==> src/rtl/store_rmw_unit.sv <==
// store_rmw_unit
// Memory-write sequencer for the multicycle datapath. Performs SW directly
// and SH/SB as a read-modify-write of the containing word. Alignment or size
// errors abort the request with a misalign pulse and no memory write.
//
// Ports:
//   clk        system clock, rising edge
//   reset      asynchronous, active-high reset
//   start      request pulse, sampled only in IDLE
//   size       0=word, 1=halfword, 2=byte, 3=invalid
//   addr       byte address of the store
//   wdata      store data (bits [7:0] for SB, [15:0] for SH)
//   mem_rdata  memory read data, valid RD_LATENCY cycles after mem_addr
//   mem_addr   word-aligned address of the access
//   mem_wr     one-cycle memory write enable
//   mem_wdata  word written to memory
//   busy       high in every state except IDLE
//   done       one-cycle pulse on store completion
//   misalign   one-cycle pulse on alignment/size error
module store_rmw_unit #(
  parameter int RD_LATENCY = 1,
  parameter int ADDR_W     = 32
) (
  input  logic              clk,
  input  logic              reset,
  input  logic              start,
  input  logic [1:0]        size,
  input  logic [ADDR_W-1:0] addr,
  input  logic [31:0]       wdata,
  input  logic [31:0]       mem_rdata,
  output logic [ADDR_W-1:0] mem_addr,
  output logic              mem_wr,
  output logic [31:0]       mem_wdata,
  output logic              busy,
  output logic              done,
  output logic              misalign
);

  localparam int CNT_W = (RD_LATENCY < 2) ? 1 : $clog2(RD_LATENCY + 1);

  typedef enum logic [2:0] {
    S_IDLE,
    S_READ,
    S_WAIT,
    S_WRITE,
    S_DONE,
    S_ERR
  } state_t;

  state_t            state;
  state_t            state_nxt;
  logic [ADDR_W-1:0] addr_q;
  logic [1:0]        size_q;
  logic [31:0]       wdata_q;
  logic [31:0]       merge_q;
  logic [CNT_W-1:0]  cnt_q;

  function automatic logic is_misaligned(input logic [1:0] sz, input logic [1:0] lo);
    return (sz == 2'd3) || ((sz == 2'd0) && (lo != 2'b00)) || ((sz == 2'd1) && lo[0]);
  endfunction

  // Replace only the addressed lane(s) of the previously read word; a full
  // word store ignores the old contents entirely.
  function automatic logic [31:0] merge_lanes(input logic [1:0]  sz,
                                              input logic [1:0]  lo,
                                              input logic [31:0] old,
                                              input logic [31:0] wd);
    logic [31:0] r;
    r = old;
    case (sz)
      2'd0: r = wd;
      2'd1: begin
        if (lo[1]) r[31:16] = wd[15:0];
        else       r[15:0]  = wd[15:0];
      end
      default: begin
        case (lo)
          2'd0:    r[7:0]   = wd[7:0];
          2'd1:    r[15:8]  = wd[7:0];
          2'd2:    r[23:16] = wd[7:0];
          default: r[31:24] = wd[7:0];
        endcase
      end
    endcase
    return r;
  endfunction

  always_ff @(posedge clk or posedge reset) begin
    if (reset) state <= S_IDLE;
    else       state <= state_nxt;
  end

  always_comb begin
    state_nxt = state;
    mem_wr    = 1'b0;
    done      = 1'b0;
    misalign  = 1'b0;
    busy      = (state != S_IDLE);
    case (state)
      S_IDLE: begin
        if (start) begin
          if (is_misaligned(size, addr[1:0])) state_nxt = S_ERR;
          else if (size == 2'd0)              state_nxt = S_WRITE;
          else                                state_nxt = S_READ;
        end
      end
      S_READ:  state_nxt = S_WAIT;
      S_WAIT:  if (cnt_q == CNT_W'(1)) state_nxt = S_WRITE;
      S_WRITE: begin
        mem_wr    = 1'b1;
        state_nxt = S_DONE;
      end
      S_DONE: begin
        done      = 1'b1;
        state_nxt = S_IDLE;
      end
      S_ERR: begin
        misalign  = 1'b1;
        state_nxt = S_IDLE;
      end
      default: state_nxt = S_IDLE;
    endcase
  end

  // Request capture, read-latency counter and merge register
  always_ff @(posedge clk or posedge reset) begin
    if (reset) begin
      addr_q  <= '0;
      size_q  <= '0;
      wdata_q <= '0;
      merge_q <= '0;
      cnt_q   <= '0;
    end else begin
      if ((state == S_IDLE) && start) begin
        addr_q  <= addr;
        size_q  <= size;
        wdata_q <= wdata;
      end
      if (state == S_READ)      cnt_q <= CNT_W'(RD_LATENCY);
      else if (state == S_WAIT) cnt_q <= cnt_q - CNT_W'(1);
      // The last WAIT cycle is the one where read data for mem_addr is valid.
      if ((state == S_WAIT) && (cnt_q == CNT_W'(1))) merge_q <= mem_rdata;
    end
  end

  // Outputs derive only from registered request state
  assign mem_addr  = {addr_q[ADDR_W-1:2], 2'b00};
  assign mem_wdata = merge_lanes(size_q, addr_q[1:0], merge_q, wdata_q);

endmodule

==> config.mk <==
export PLATFORM = sky130hd
export DESIGN_NAME = store_rmw_unit
export DESIGN_NICKNAME = d
export VERILOG_FILES = /design/src/rtl/store_rmw_unit.sv
export SDC_FILE = /design/constraint.sdc
export NUM_CORES = 1
export LEC_CHECK = 0
export CORE_UTILIZATION = 45
export CTS_CLUSTER_DIAMETER = 80
export DETAILED_ROUTE_END_ITERATION = 8
export GPL_ROUTABILITY_DRIVEN = 0
export MAX_ROUTING_LAYER = met4
export PLACE_DENSITY = 0.79
export SYNTH_ARGS = -nofsm -noshare
export SYNTH_HDL_FRONTEND = slang
export SYNTH_SLANG_ARGS = --single-unit
==> constraint.sdc <==
create_clock -name clk -period 5.15 [get_ports clk]
set_clock_uncertainty 0.05 [all_clocks]
set_input_delay 1.545 -clock clk [delete_from_list [all_inputs] [get_ports clk]]
set_output_delay 1.545 -clock clk [all_outputs]
set_load 0.02 [all_outputs]
==> results.md <==
- Status: completed
- Startpoint Class: flop
- Cts hold-fix bufs: 0
- Top-area cell type share of the netlist area: 0.5182
- Hold path endpoint: wdata_q[22]
- Crit path max-delay family: compound AO/OA/AOI/OAI gates
- Critical path depth: 4
- Post-synth EDFFs: 0
- Layout area overhead: 34.72%
- FMAX: 0.2240 GHz
- Post-synth top flop: dfrtp_1
- Number of global-route vias before repair: 3508
- Flop2flop setup slack: 3.27 ns
- Slew margin rel.: 0.5434
- Worst-path clk slew: 0.09 ns
- Post-Place Cells: 626
- DP HPWL: 8645 um
- 1st-pass router iterations: 4
- Hold Path Depth: 1
- Layout net count: 602
- RSZ-0062 raised after global routing: false
- Root Driver: clkbuf_8
- Skew-Pair Late Insertion Delay: 0.36 ns
- Register area share after synthesis: 0.5182
- Final WL: 11710 um
- Final Slew Violations: 0
- Initial antenna violation count: 0
- Crit Reg-Reg Endpoint: addr_q[28]
- Synth async-reset ratio: 1.000
- Buf/Inv on CP: 1
- Final WS setup: 0.6850 ns
- CP max stage delay: 0.74 ns
- Unique masters post-synth: 34
- Hold Path Class: reg2reg
- Worst-Margin Slew: 0.6834 ns
- Sink Count: 102
- Starting Density: 0.4708
- Top cells by area, synth: dfrtp_1, mux2_2, mux2_1
- Largest net degree at the start of global routing: 42
- Critical path's slowest cell: dfrtp_1
- PortBufs: 166
- Cts bufs inserted: 9
- Max Buffers Root-to-Sink: 2
- Static Leakage: 2.749 nW
- Commonest cells in the synthesized netlist: dfrtp_1, mux2_2, buf_4, mux2_1
- DP Worst Slack: 1.089 ns
- DP Area: 6435 um^2
- Final ANT Viol Nets: 0
- Yosys warning count: 0
- Post-CTS Setup Bufs: 0
- Max FO, Critical Path: 23
- Die height: 106.6 um
- Setup CP Type: reg2out
- Total grt overflow: 0
- Via count: 3322
- Layout cells sized above 1: 0.2134
- Maximum vdd drop: 426.7 uV
- Design Area, Final: 6636 um^2
- Hold Startpoint: wdata_q[22]
- Full die area: 11370 um^2
- Mapped Area: 4926 um^2
- H-tree Lvls: 3
- WL per Instance: 18.24 um
- Max_cap viols: 0
- # IOs: 169
- Width of the die: 106.6 um
- ANT cells: 0
- Final Setup Violations: 0
- Period utilization: 0.8670
- Yosys top cell by area: dfrtp_1
- Mapped Cells: 369
- CTS tree: done
- Area of the core: 10460 um^2
- CP Cell Sequence: nor2_1, o21ai_1, a221o_1, clkdlybuf4s50_1
- DRC viols: 0
- Critical Path End Type: output pin
- Worst reg2reg path depth: 4
- Post-Syn Area per Cell: 13.35 um^2
- Final Hold Viols: 0
- Post-Layout Cell Count: 642
- Initial DRC Count: 107
- First-pass GRT wire length: 18350 um
- Total GRT Usage: 0.2221
- Arrival @ worst endpoint: 2.87 ns
- Via density: 5.174
- Critical R2R Launch: state[1]
- Register bit count reported by yosys: 102
- Row cnt: 37
- CTS resizes: 0
- Most frequent cell after synthesis: dfrtp_1
- Post-route minimum period: 4.465 ns
- Pwr Density: 723.7 nW/um^2
- Power, Total: 0.004803 W
- Fin Setup TNS: 0 ns
- Critical Path RT: 3.56 ns
[final cells by class]
type,count,area [um^2]
inverter,4,17.52
multi-input combinational,213,1996
timing repair buffer,171,1699
tap,136,170.2
clock inverter,3,42.54
sequential,102,2552
fill,843,3826
clock buffer,13,158.9
[metal layers]
metal,GRT usage,wire length [um],vias to the layer above
met3,0.05957,733,9
met4,0.04403,59,0
met2,0.3650,5851,141
met1,0.2780,5065,1628
li1,-,-,1544
met5,-,0,-
[power breakdown]
part	internal, W	total (W)	leakage [nW]	switching [W]
registers	0.00122	0.00159	1.20	0.000374
logic	0.00147	0.00270	1.44	0.00122
clock network	0.000251	0.000516	0.0996	0.000265
[metrics by stage]
step	utilization	hold slack, ns
detailed placement	0.6150	0.4165
finish	0.6343	0.4343
global placement	0.6150	0.4100
global route	0.6343	0.4528
CTS	0.6343	0.4370
floorplan	-	0.3989
[worst max path at each step]
stage	from	end	slack (ns)
after detailed placement	size_q[1]	mem_wdata[21]	1.09
after floorplan	reset	addr_q[0]	0.88
after global placement	size_q[1]	mem_wdata[21]	1.18
after CTS	size_q[1]	mem_wdata[21]	0.68
after global routing	size_q[1]	mem_wdata[21]	0.49
final	size_q[1]	mem_wdata[21]	0.69
[cell usage in the layout (no fill, tap or decap), types with 3 or more instances in the layout]
cell type | netlist | final
a21oi_1 | 3 | 3
buf_4 | 38 | 5
clkdlybuf4s50_1 | 0 | 166
dfrtp_1 | 102 | 102
mux2_1 | 31 | 31
and2_1 | 15 | 15
nand2b_1 | 3 | 3
inv_1 | 4 | 3
nand2_1 | 6 | 6
mux2i_1 | 8 | 8
a21o_1 | 8 | 8
a221o_1 | 15 | 15
clkbuf_8 | 0 | 11
nor2_1 | 13 | 13
mux2_2 | 83 | 83
a211oi_1 | 10 | 10
[logic make-up after synthesis]
group	after synthesis	synth area share
flip-flops	102	0.5182
AND/OR/NAND/NOR	45	0.05258
AO/OA/AOI/OAI	44	0.07290
other	1	0.0007613
buffers and inverters	55	0.07874
multiplexers	122	0.2769
[flip-flops by register name, summed over array words and instances (netlist names)]
signal   flops
state        3
size_q       2
cnt_q        1
wdata_q     32
addr_q      32
merge_q     32
No activity file was read; power rests on OpenSTA's default activity.
